<file path="src/rtl/io_bist_pkg.sv">
// io_bist_pkg: shared types and sizing helpers for the IO loopback BIST.
//   bist_state_e    : FSM state encoding (IDLE, DRIVE, SAMPLE, DONE)
//   DM_INPUT        : pad drive mode while tri-stated (input only)
//   DM_BIDIR        : pad drive mode while a pattern is driven
//   npat_f(n)       : number of test patterns for n pads
//   idx_w_f(n)      : width of the pattern index for n pads
// Optional feature: IO_BIST_WALK_EN adds walking-one / walking-zero patterns.
package io_bist_pkg;

  typedef enum logic [1:0] {
    IDLE   = 2'd0,
    DRIVE  = 2'd1,
    SAMPLE = 2'd2,
    DONE   = 2'd3
  } bist_state_e;

  localparam logic [2:0] DM_INPUT = 3'b001;
  localparam logic [2:0] DM_BIDIR = 3'b110;

  function automatic int npat_f(input int n);
`ifdef IO_BIST_WALK_EN
    return 4 + 2 * n;
`else
    // pad count only matters once walking patterns are enabled
    return (n < 0) ? 0 : 4;
`endif
  endfunction

  function automatic int idx_w_f(input int n);
`ifdef IO_BIST_WALK_EN
    return $clog2(4 + 2 * n);
`else
    return (n < 0) ? 0 : 2;
`endif
  endfunction

endpackage

</file>
<file path="src/rtl/io_loopback_bist_if.sv">
// io_loopback_bist_if: pad-side bundle of the loopback BIST.
//   pad_out     : data driven onto the pads
//   pad_oeb     : output enable, active low
//   pad_inp_dis : input buffer disable
//   pad_dm      : drive mode, 3 bits per pad
//   pad_in      : value read back from the pads
// master = BIST core, slave = pad ring.
interface io_loopback_bist_if #(
  parameter int NUM_PADS = 37
);
  logic [NUM_PADS-1:0]   pad_out;
  logic [NUM_PADS-1:0]   pad_oeb;
  logic [NUM_PADS-1:0]   pad_inp_dis;
  logic [3*NUM_PADS-1:0] pad_dm;
  logic [NUM_PADS-1:0]   pad_in;

  modport master (
    output pad_out, pad_oeb, pad_inp_dis, pad_dm,
    input  pad_in
  );

  modport slave (
    input  pad_out, pad_oeb, pad_inp_dis, pad_dm,
    output pad_in
  );
endinterface

</file>
<file path="src/rtl/io_bist_pattern_gen.sv">
// io_bist_pattern_gen: combinational map from pattern index to pad pattern.
//   idx_i : pattern index
//   pat_o : NUM_PADS-bit pattern
// Base set: 0 all-zero, 1 all-one, 2 bit i = i[0], 3 inverse of 2.
// With IO_BIST_WALK_EN: walking-one then walking-zero across all pads.
module io_bist_pattern_gen
  import io_bist_pkg::*;
#(
  parameter int NUM_PADS = 37,
  parameter int IDX_W    = idx_w_f(NUM_PADS)
) (
  input  logic [IDX_W-1:0]    idx_i,
  output logic [NUM_PADS-1:0] pat_o
);

  always_comb begin
    int p;
    p     = int'(idx_i);
    pat_o = '0;
    for (int i = 0; i < NUM_PADS; i++) begin
      if (p == 0)      pat_o[i] = 1'b0;
      else if (p == 1) pat_o[i] = 1'b1;
      else if (p == 2) pat_o[i] = i[0];
      else if (p == 3) pat_o[i] = ~i[0];
`ifdef IO_BIST_WALK_EN
      else if (p < 4 + NUM_PADS) pat_o[i] = (i == p - 4);
      else                       pat_o[i] = (i != p - 4 - NUM_PADS);
`endif
    end
  end

endmodule

</file>
<file path="src/rtl/io_loopback_bist.sv">
// io_loopback_bist: drives test patterns onto the user pads, reads them back
// after a settle time and accumulates per-pad and total mismatches.
//   clock, resetn : clock, synchronous active-low reset
//   start_i       : begin a run (honoured in IDLE only)
//   abort_i       : terminate the run, back to IDLE
//   pads          : pad bundle (master side)
//   busy_o        : pattern drive in progress
//   done_o        : one-cycle pulse at run completion
//   pass_o        : last completed run saw no mismatches
//   fail_mask_o   : sticky per-pad mismatch flags
//   err_count_o   : saturating count of mismatching bits
// Optional feature: IO_BIST_WALK_EN (walking-one/zero patterns).
module io_loopback_bist
  import io_bist_pkg::*;
#(
  parameter int NUM_PADS      = 37,
  parameter int SETTLE_CYCLES = 2,
  parameter int ERR_W         = 8
) (
  input  logic                clock,
  input  logic                resetn,
  input  logic                start_i,
  input  logic                abort_i,
  io_loopback_bist_if.master  pads,
  output logic                busy_o,
  output logic                done_o,
  output logic                pass_o,
  output logic [NUM_PADS-1:0] fail_mask_o,
  output logic [ERR_W-1:0]    err_count_o
);

  localparam int NPAT  = npat_f(NUM_PADS);
  localparam int IDX_W = idx_w_f(NUM_PADS);
  localparam int SET_W = (SETTLE_CYCLES > 1) ? $clog2(SETTLE_CYCLES) : 1;
  localparam int CNT_W = $clog2(NUM_PADS + 1);
  localparam int SUM_W = ((ERR_W > CNT_W) ? ERR_W : CNT_W) + 1;

  localparam logic [IDX_W-1:0] IDX_LAST    = IDX_W'(NPAT - 1);
  localparam logic [SET_W-1:0] SETTLE_LAST = SET_W'(SETTLE_CYCLES - 1);
  localparam logic [SUM_W-1:0] ERR_MAX     = SUM_W'({ERR_W{1'b1}});

  bist_state_e         state_q;
  logic [IDX_W-1:0]    idx_q;
  logic [SET_W-1:0]    settle_q;
  logic [NUM_PADS-1:0] pat_q;
  logic                busy_q, done_q, pass_q;
  logic [NUM_PADS-1:0] fail_mask_q, fail_mask_d;
  logic [ERR_W-1:0]    err_count_q, err_count_d;

  logic [IDX_W-1:0]    idx_nxt;
  logic [NUM_PADS-1:0] pat_w;
  logic [NUM_PADS-1:0] diff;
  logic [CNT_W-1:0]    pop;
  logic [SUM_W-1:0]    err_sum;

  // Generator looks one step ahead so pat_q is loaded on the edge that
  // enters DRIVE and the pads see the new pattern on the first DRIVE cycle.
  io_bist_pattern_gen #(
    .NUM_PADS (NUM_PADS),
    .IDX_W    (IDX_W)
  ) u_pat (
    .idx_i (idx_nxt),
    .pat_o (pat_w)
  );

  always_comb begin
    idx_nxt = idx_q;
    if (state_q == IDLE)   idx_nxt = '0;
    if (state_q == SAMPLE) idx_nxt = idx_q + IDX_W'(1);

    diff = pads.pad_in ^ pat_q;
    pop  = '0;
    for (int i = 0; i < NUM_PADS; i++) pop = pop + CNT_W'(diff[i]);

    err_sum     = SUM_W'(err_count_q) + SUM_W'(pop);
    err_count_d = (err_sum > ERR_MAX) ? '1 : err_sum[ERR_W-1:0];
    fail_mask_d = fail_mask_q | diff;
  end

  always_ff @(posedge clock) begin
    if (!resetn) begin
      state_q     <= IDLE;
      idx_q       <= '0;
      settle_q    <= '0;
      pat_q       <= '0;
      busy_q      <= 1'b0;
      done_q      <= 1'b0;
      pass_q      <= 1'b0;
      fail_mask_q <= '0;
      err_count_q <= '0;
    end else begin
      done_q <= 1'b0;
      unique case (state_q)
        IDLE: begin
          // abort has priority over a coincident start
          if (start_i && !abort_i) begin
            fail_mask_q <= '0;
            err_count_q <= '0;
            pass_q      <= 1'b0;
            idx_q       <= '0;
            settle_q    <= '0;
            pat_q       <= pat_w;
            busy_q      <= 1'b1;
            state_q     <= DRIVE;
          end
        end
        DRIVE: begin
          if (abort_i) begin
            state_q <= IDLE;
            busy_q  <= 1'b0;
            pat_q   <= '0;
            pass_q  <= 1'b0;
          end else if (settle_q == SETTLE_LAST) begin
            state_q <= SAMPLE;
          end else begin
            settle_q <= settle_q + SET_W'(1);
          end
        end
        SAMPLE: begin
          if (abort_i) begin
            state_q <= IDLE;
            busy_q  <= 1'b0;
            pat_q   <= '0;
            pass_q  <= 1'b0;
          end else begin
            fail_mask_q <= fail_mask_d;
            err_count_q <= err_count_d;
            settle_q    <= '0;
            if (idx_q == IDX_LAST) begin
              state_q <= DONE;
              busy_q  <= 1'b0;
              pat_q   <= '0;
              done_q  <= 1'b1;
              pass_q  <= (fail_mask_d == '0);
            end else begin
              idx_q   <= idx_nxt;
              pat_q   <= pat_w;
              state_q <= DRIVE;
            end
          end
        end
        DONE: begin
          state_q <= IDLE;
          if (abort_i) pass_q <= 1'b0;
        end
        default: state_q <= IDLE;
      endcase
    end
  end

  // pad controls decode straight from flops so reset tri-states the pads
  // on the same edge it is sampled
  assign pads.pad_out     = pat_q;
  assign pads.pad_oeb     = {NUM_PADS{~busy_q}};
  assign pads.pad_inp_dis = '0;
  assign pads.pad_dm      = busy_q ? {NUM_PADS{DM_BIDIR}} : {NUM_PADS{DM_INPUT}};

  assign busy_o      = busy_q;
  assign done_o      = done_q;
  assign pass_o      = pass_q;
  assign fail_mask_o = fail_mask_q;
  assign err_count_o = err_count_q;

endmodule

</file>
<file path="src/flat_wrapper.sv">
// flat-port wrapper written by rule: the top's interface ports become plain ports
module io_loopback_bist_flat import io_bist_pkg::*;
#(
  parameter int NUM_PADS      = 37,
  parameter int SETTLE_CYCLES = 2,
  parameter int ERR_W         = 8
)
  (clock, resetn, start_i, abort_i, busy_o, done_o, pass_o, fail_mask_o, err_count_o, pads_pad_out, pads_pad_oeb, pads_pad_inp_dis, pads_pad_dm, pads_pad_in);
  io_loopback_bist_if #(.NUM_PADS(NUM_PADS)) pads_i ();
  input  logic clock;
  input  logic resetn;
  input  logic start_i;
  input  logic abort_i;
  output logic busy_o;
  output logic done_o;
  output logic pass_o;
  output logic [NUM_PADS-1:0] fail_mask_o;
  output logic [ERR_W-1:0] err_count_o;
  output wire logic [$bits(pads_i.pad_out)-1:0] pads_pad_out;
  output wire logic [$bits(pads_i.pad_oeb)-1:0] pads_pad_oeb;
  output wire logic [$bits(pads_i.pad_inp_dis)-1:0] pads_pad_inp_dis;
  output wire logic [$bits(pads_i.pad_dm)-1:0] pads_pad_dm;
  input wire logic [$bits(pads_i.pad_in)-1:0] pads_pad_in;
  assign pads_pad_out = pads_i.pad_out;
  assign pads_pad_oeb = pads_i.pad_oeb;
  assign pads_pad_inp_dis = pads_i.pad_inp_dis;
  assign pads_pad_dm = pads_i.pad_dm;
  assign pads_i.pad_in = pads_pad_in;
  io_loopback_bist #(.NUM_PADS(NUM_PADS), .SETTLE_CYCLES(SETTLE_CYCLES), .ERR_W(ERR_W)) u_core (.clock(clock), .resetn(resetn), .start_i(start_i), .abort_i(abort_i), .pads(pads_i), .busy_o(busy_o), .done_o(done_o), .pass_o(pass_o), .fail_mask_o(fail_mask_o), .err_count_o(err_count_o));
endmodule
</file>
<file path="config.mk">
export PLATFORM = sky130hd
export DESIGN_NAME = io_loopback_bist_flat
export DESIGN_NICKNAME = d
export VERILOG_FILES = /design/src/rtl/io_bist_pkg.sv /design/src/rtl/io_loopback_bist_if.sv /design/src/rtl/io_bist_pattern_gen.sv /design/src/rtl/io_loopback_bist.sv /design/src/flat_wrapper.sv
export SDC_FILE = /design/constraint.sdc
export NUM_CORES = 1
export LEC_CHECK = 0
export BUFFER_PORTS_ARGS = -buffer_cell sky130_fd_sc_hd__clkbuf_2
export CORE_MARGIN = 10
export CORE_UTILIZATION = 45
export CTS_BUF_LIST = sky130_fd_sc_hd__clkbuf_4 sky130_fd_sc_hd__clkbuf_8
export CTS_CLUSTER_DIAMETER = 80
export DETAILED_ROUTE_END_ITERATION = 8
export GPL_ROUTABILITY_DRIVEN = 0
export PLACE_DENSITY_LB_ADDON = 0.2
export SYNTH_ARGS = -nofsm -noshare
export SYNTH_HDL_FRONTEND = slang
export SYNTH_SLANG_ARGS = --single-unit
</file>
<file path="constraint.sdc">
create_clock -name clock -period 9.27 [get_ports clock]
set_input_delay 2.3175 -clock clock [delete_from_list [all_inputs] [get_ports clock]]
set_output_delay 2.3175 -clock clock [all_outputs]
set_load 0.05 [all_outputs]
</file>
[After elaboration in Yosys (flattened, before gate mapping)]
Index checks and enable logic that the tools add are counted.
Operators by class
  add/sub/neg operators: 39
  reductions and logical operators: 16
  muxes and demuxes: 46
  bitwise operators: 5
  equal/unequal tests: 15
  order comparisons: 1
Operators by type and width (number)
  $mux 37: 6
  $add 6x1->6: 35
  $mux 111: 1
  $pmux 37 s3: 1
  $pmux 37 s2: 1
  $logic_not 37->1: 1
  $or 37x37->37: 1
  $xor 37x37->37: 1
  $mux 8: 3
  $mux 2: 10
  $mux 1: 18
  $pmux 8 s2: 1
  $reduce_and 4->1: 3
  $eq 2x2->1 const B: 5
  $ne 2x2->1 const B: 5
  $add 8x6->9: 1
  $gt 9x8->1 const B: 1
  $pmux 1 s3: 3
  $reduce_and 3->1: 3
  $pmux 2 s4: 1
  $eq 2x1->1 const B: 2
  $logic_not 2->1: 2
  $pmux 2 s2: 1
  $ne 3x2->1 const B: 1
  13 further kinds: 15
Storage, ports and cells
  output and inout bits: 270
  flip-flop bits (word level): 90
  word-level logic and storage cells: 131
  bits of input ports: 41

[Longest topological paths before layout]
  depth in word-level cells: 42
  mapped depth: 27
  depth with buffers taken out: 25

[Hierarchy]
A second synthesis with hierarchy kept.
Second synthesis, totals
  cells, all modules: 813
  area, all modules: 6914.1 um2
Modules (own cells, without submodules)
  io_loopback_bist: instances 1, cells each 772, area an instance 6596.3 um2, seq. area each 1801.7 um2
  io_bist_pattern_gen: instances 1, cells each 41, area an instance 317.8 um2, seq. area each 0.0 um2

[Worst setup path before layout]
OpenSTA, ideal clock, no wires.
  path type: input port to flip-flop
  start: input port pads_pad_in[0]
  end: register u_core.err_count_q[2], in the netlist u_core.err_count_o[2]
  slack: 1.284 ns
  library setup time: 0.070 ns
  buffers on the path: 0
  data required time: 9.200 ns
  data arrival time: 7.916 ns
  stages: 23
  path through: xor2_1 > ha_1 > fa_1 > fa_1 > fa_1 > fa_1 > fa_1 > inv_1 > fa_1 > inv_1 > ha_1 > inv_1 > fa_1 > inv_1 > a21o_1 > a21oi_1 > xnor2_1 > ha_1 > o211a_1 > o31ai_1 > a21oi_1 > o21ai_0 > a21boi_1
Between the ends
  longest elaborated chain between the ends: 42
RTL lines
  start: declaration: RTL line flat_wrapper.sv:23  | input wire logic [$bits(pads_i.pad_in)-1:0] pads_pad_in;
  $xor 37x37->37 (*): RTL line io_loopback_bist.sv:71  | diff = pads.pad_in ^ pat_q;
  $add 1x1->2 (*): RTL line io_loopback_bist.sv:73  | for (int i = 0; i < NUM_PADS; i++) pop = pop + CNT_W'(diff[i]);
  $add 6x1->6 (*) (35 in a row): RTL line io_loopback_bist.sv:73
  $add 8x6->9 (*): RTL line io_loopback_bist.sv:75  | err_sum = SUM_W'(err_count_q) + SUM_W'(pop);
  $gt 9x8->1: RTL line io_loopback_bist.sv:76  | err_count_d = (err_sum > ERR_MAX) ? '1 : err_sum[ERR_W-1:0];
  $mux 8 (*): RTL line io_loopback_bist.sv:76
  $mux 8 (*): RTL line io_loopback_bist.sv:120  | if (abort_i) begin
  $pmux 8 s2 (*): RTL line io_loopback_bist.sv:93  | unique case (state_q)
  end signal: assignment: RTL line io_loopback_bist.sv:127  | err_count_q <= err_count_d;
  end: declaration: RTL line io_loopback_bist.sv:48  | logic [ERR_W-1:0] err_count_q, err_count_d;
Every way passes the cells marked *; elsewhere a longest branch is shown, timed or not. The select of a mux whose other input is x is not followed.
A chain may end at the register's enable or synchronous reset.

[Worst setup path after layout]
Same ends and word-level chain as after synthesis.

==> results.yml <==
status:
  status: "completed"
yosys:
  ys_warn_count: 0
  synth_area_um2: 5883
  syn_inst: 696
  ys_async_sr_fraction: 0
  synth_edf_count: 0
  synth-main-ff-cell: "dfxtp_1"
  synth-seq-cells: 55
  syn_area_per_cell_um2: 8.453
  yosysUniqueCellTypes: 54
  ys_seq_area_frac: 0.1872
timing:
  hold_viol_final: 0
  fin_skew_ns: 0.009378
  fmax_ghz: 0.1209
  slew_violations: 0
  tns_ns: 0
  slew_headroom: 0.2712
  period_share: 0.8920
  post-route-min-period_ns: 8.269
  rsz0062_at_grt: "no"
  finalSetupViolCount: 0
  tightest_slew_ns: 1.093
worst_setup_path:
  cp_top_family: "adder cells"
  critPathLaunchType: "primary input"
  cp_common_cell: "fa_1"
  slowest_delay_ns: 0.56
  worst-path-buf-inv: 5
  critPathSlowestCell: "fa_1"
  end_kind: "register"
  required_ns: 9.52
  crit_fanout: 6
  crit_chain: "clkbuf_2 -> xor2_1 -> ha_1 -> fa_1 -> fa_1 -> fa_1 -> fa_1 -> fa_1 -> inv_1 -> fa_1 -> inv_1 -> ha_1 -> inv_1 -> fa_1 -> inv_1 -> a21o_1 -> a21oi_1 -> xnor2_1 -> ha_1 -> o211a_1 -> o31ai_1 -> a21oi_1 -> o21ai_0 -> a21boi_1"
  path_class: "primary input to register"
  worstPathArrival_ns: 8.52
global_routing:
  grtUsageMet2: 0.3167
  use_met1: 0.1843
  antenna_found_initial: 0
  met3_usage: 0.05863
  track_usage: 0.1710
  first_global_vias: 4419
  grt_max_degree: 78
  grt_pass1_wl_um: 25280
  grt_overflow: 0
  top_usage_layer: "met2"
cells_and_area:
  nFillCells: 1267
  drive_gt1_frac: 0.3803
  final_common_cell: "clkbuf_2"
  stdcell_count: 945
  n_antenna_cell: 0
  final_cell_mix: "clkbuf_2 (273), nor2b_1 (59), dfxtp_1 (52)"
  syn_to_final_growth_pct: 0.9359
  finalNetCount: 866
clock_tree:
  post_cts_resize_count: 0
  cts_tree: "yes"
  postCtsSetupBuffers: 0
  hold_buffers: 0
  clk_path_buf_depth: 2
  clk_latency_ns: 0.32
  cts_max_level: 2
  numCtsBuffers: 5
  cts_root_buf: "clkbuf_8"
  path_clk_slew_ns: 0.10
  clock_sinks: 55
routing:
  detail_route.first_pass.iterations: 4
  wirelength_um: 16530
  wl_per_cell_um: 17.49
  post-route-drc-count: 0
  num_vias: 4387
  ant_nets: 0
  vias_per_cell: 4.642
  drt-initial-drc-count: 200
floorplanning:
  start_util: 0.4624
  placementRows: 41
  pin_count: 311
  die_h_um: 134.3
  die_w_um: 134.3
  die_area_um2: 18050
  core-area_um2: 12720
min_path:
  hold_class: "register to register"
placement:
  hpwl_um: 13870
  placed_cells: 938
  portBuffers: 273
job:
  drv_cap: 0
-- through the flow --
| step | instance area [um^2] | hold slack [ns] | utilization | setup slack (ns) |
|---|---|---|---|---|
| 2_1_floorplan | 6018 | 0.5240 | - | 1.284 |
| 5_1_grt | 5938 | 0.5303 | 0.4668 | 0.5946 |
| 4_1_cts | 5938 | 0.4943 | 0.4668 | 0.9901 |
| 3_3_place_gp | 5851 | 0.4698 | 0.4599 | 0.8099 |
| 3_5_place_dp | 5851 | 0.4798 | 0.4599 | 0.6817 |
| 6_report | 5938 | 0.4880 | 0.4668 | 1.001 |
-- final cells by class --
type / count / area, um^2 / share of cell area
Clock buffer: 6 / 82.58 / 0.01391
Clock inverter: 1 / 5.005 / 0.0008428
Inverter: 46 / 172.7 / 0.02908
Multi-Input combinational cell: 388 / 2962 / 0.4987
Sequential cell: 55 / 1105 / 0.1861
Tap cell: 172 / 215.2 / 0.03624
Timing Repair Buffer: 277 / 1396 / 0.2351
-- routing by layer --
layer,vias to the layer above,routed length [um]
li1,2170,-
met1,2033,6146
met2,171,8741
met3,13,1501
met4,0,136
met5,-,0
-- synth_stat cells, types with 2 or more instances --
master    count  area share
buf_4       221        0.28
nor2b_1      59       0.063
dfxtp_1      55        0.19
inv_1        46       0.029
fa_1         30        0.10
a21oi_1      28       0.024
a22oi_1      24       0.031
ha_1         22       0.047
xor2_1       22       0.033
nand2_1      21       0.013
xnor2_1      20       0.030
o21ai_0      18       0.015
nor2_1       16       0.010
nand3_1      10      0.0085
nor4_1       10       0.011
buf_2         9      0.0077
clkbuf_1      9      0.0057
and3_1        8      0.0085
or4_1         8       0.010
nand4_1       6      0.0064
a21o_1        4      0.0051
buf_6         4      0.0077
o21ai_1       4      0.0034
a21boi_0      3      0.0038
a21boi_1      3      0.0038
nand2b_1      3      0.0032
o211a_1       3      0.0051
nor3_1        2      0.0017
o21a_1        2      0.0026
o31ai_1       2      0.0026
-- worst reg2reg max path, stage by stage (launching register included) --
cell and delay [ns]:
dfxtp_2 1.01, xor2_1 0.28, ha_1 0.39, fa_1 0.51, fa_1 0.52, fa_1 0.52
fa_1 0.52, fa_1 0.56, inv_1 0.06, fa_1 0.46, inv_1 0.07, ha_1 0.16
inv_1 0.06, fa_1 0.40, inv_1 0.07, a21o_1 0.10, a21oi_1 0.07, xnor2_1 0.13
ha_1 0.31, o211a_1 0.15, o31ai_1 0.12, a21oi_1 0.40, o21ai_0 0.16, a21boi_1 0.17
-- sequential cells by signal, summed over array words and instances (netlist names) --
register,count
u_core.fail_mask_o,37
u_core.busy_o,1
u_core.pass_o,1
u_core.idx_q,2
u_core.settle_q,1
u_core.pads.pad_out,2
u_core.err_count_o,8
u_core.state_q,2
u_core.done_o,1
-- path summary, 6_finish.rpt --
kind | endpoint | startpoint | cells past startpoint | slack [ns]
setup / recovery | u_core.err_count_o[2]$_SDFFE_PN0P_ | pads_pad_in[0] | 24 | 1.00
hold / removal | u_core.err_count_o[0]$_SDFFE_PN0P_ | u_core.err_count_o[0]$_SDFFE_PN0P_ | 2 | 0.49
setup reg to reg | u_core.err_count_o[2]$_SDFFE_PN0P_ | u_core.pads.pad_out[34]$_SDFFE_PN0P_ | 23 | 2.03
hold reg to reg | u_core.err_count_o[0]$_SDFFE_PN0P_ | u_core.err_count_o[0]$_SDFFE_PN0P_ | 2 | 0.49
-- cells by family after synthesis --
group           after synthesis  share of synthesized area
compound gates              105                     0.1178
xor+xnor                     43                    0.06529
fa+ha+maj                    52                     0.1489
buf+inv                     289                     0.3324
flops                        55                     0.1872
mux                           1                   0.001701
other cells                   1                  0.0006374
simple gates                150                     0.1461
Power is left out: the tool's default activity adds up to more than one toggle a clock period on the data nets, which glitch-free logic cannot reach.
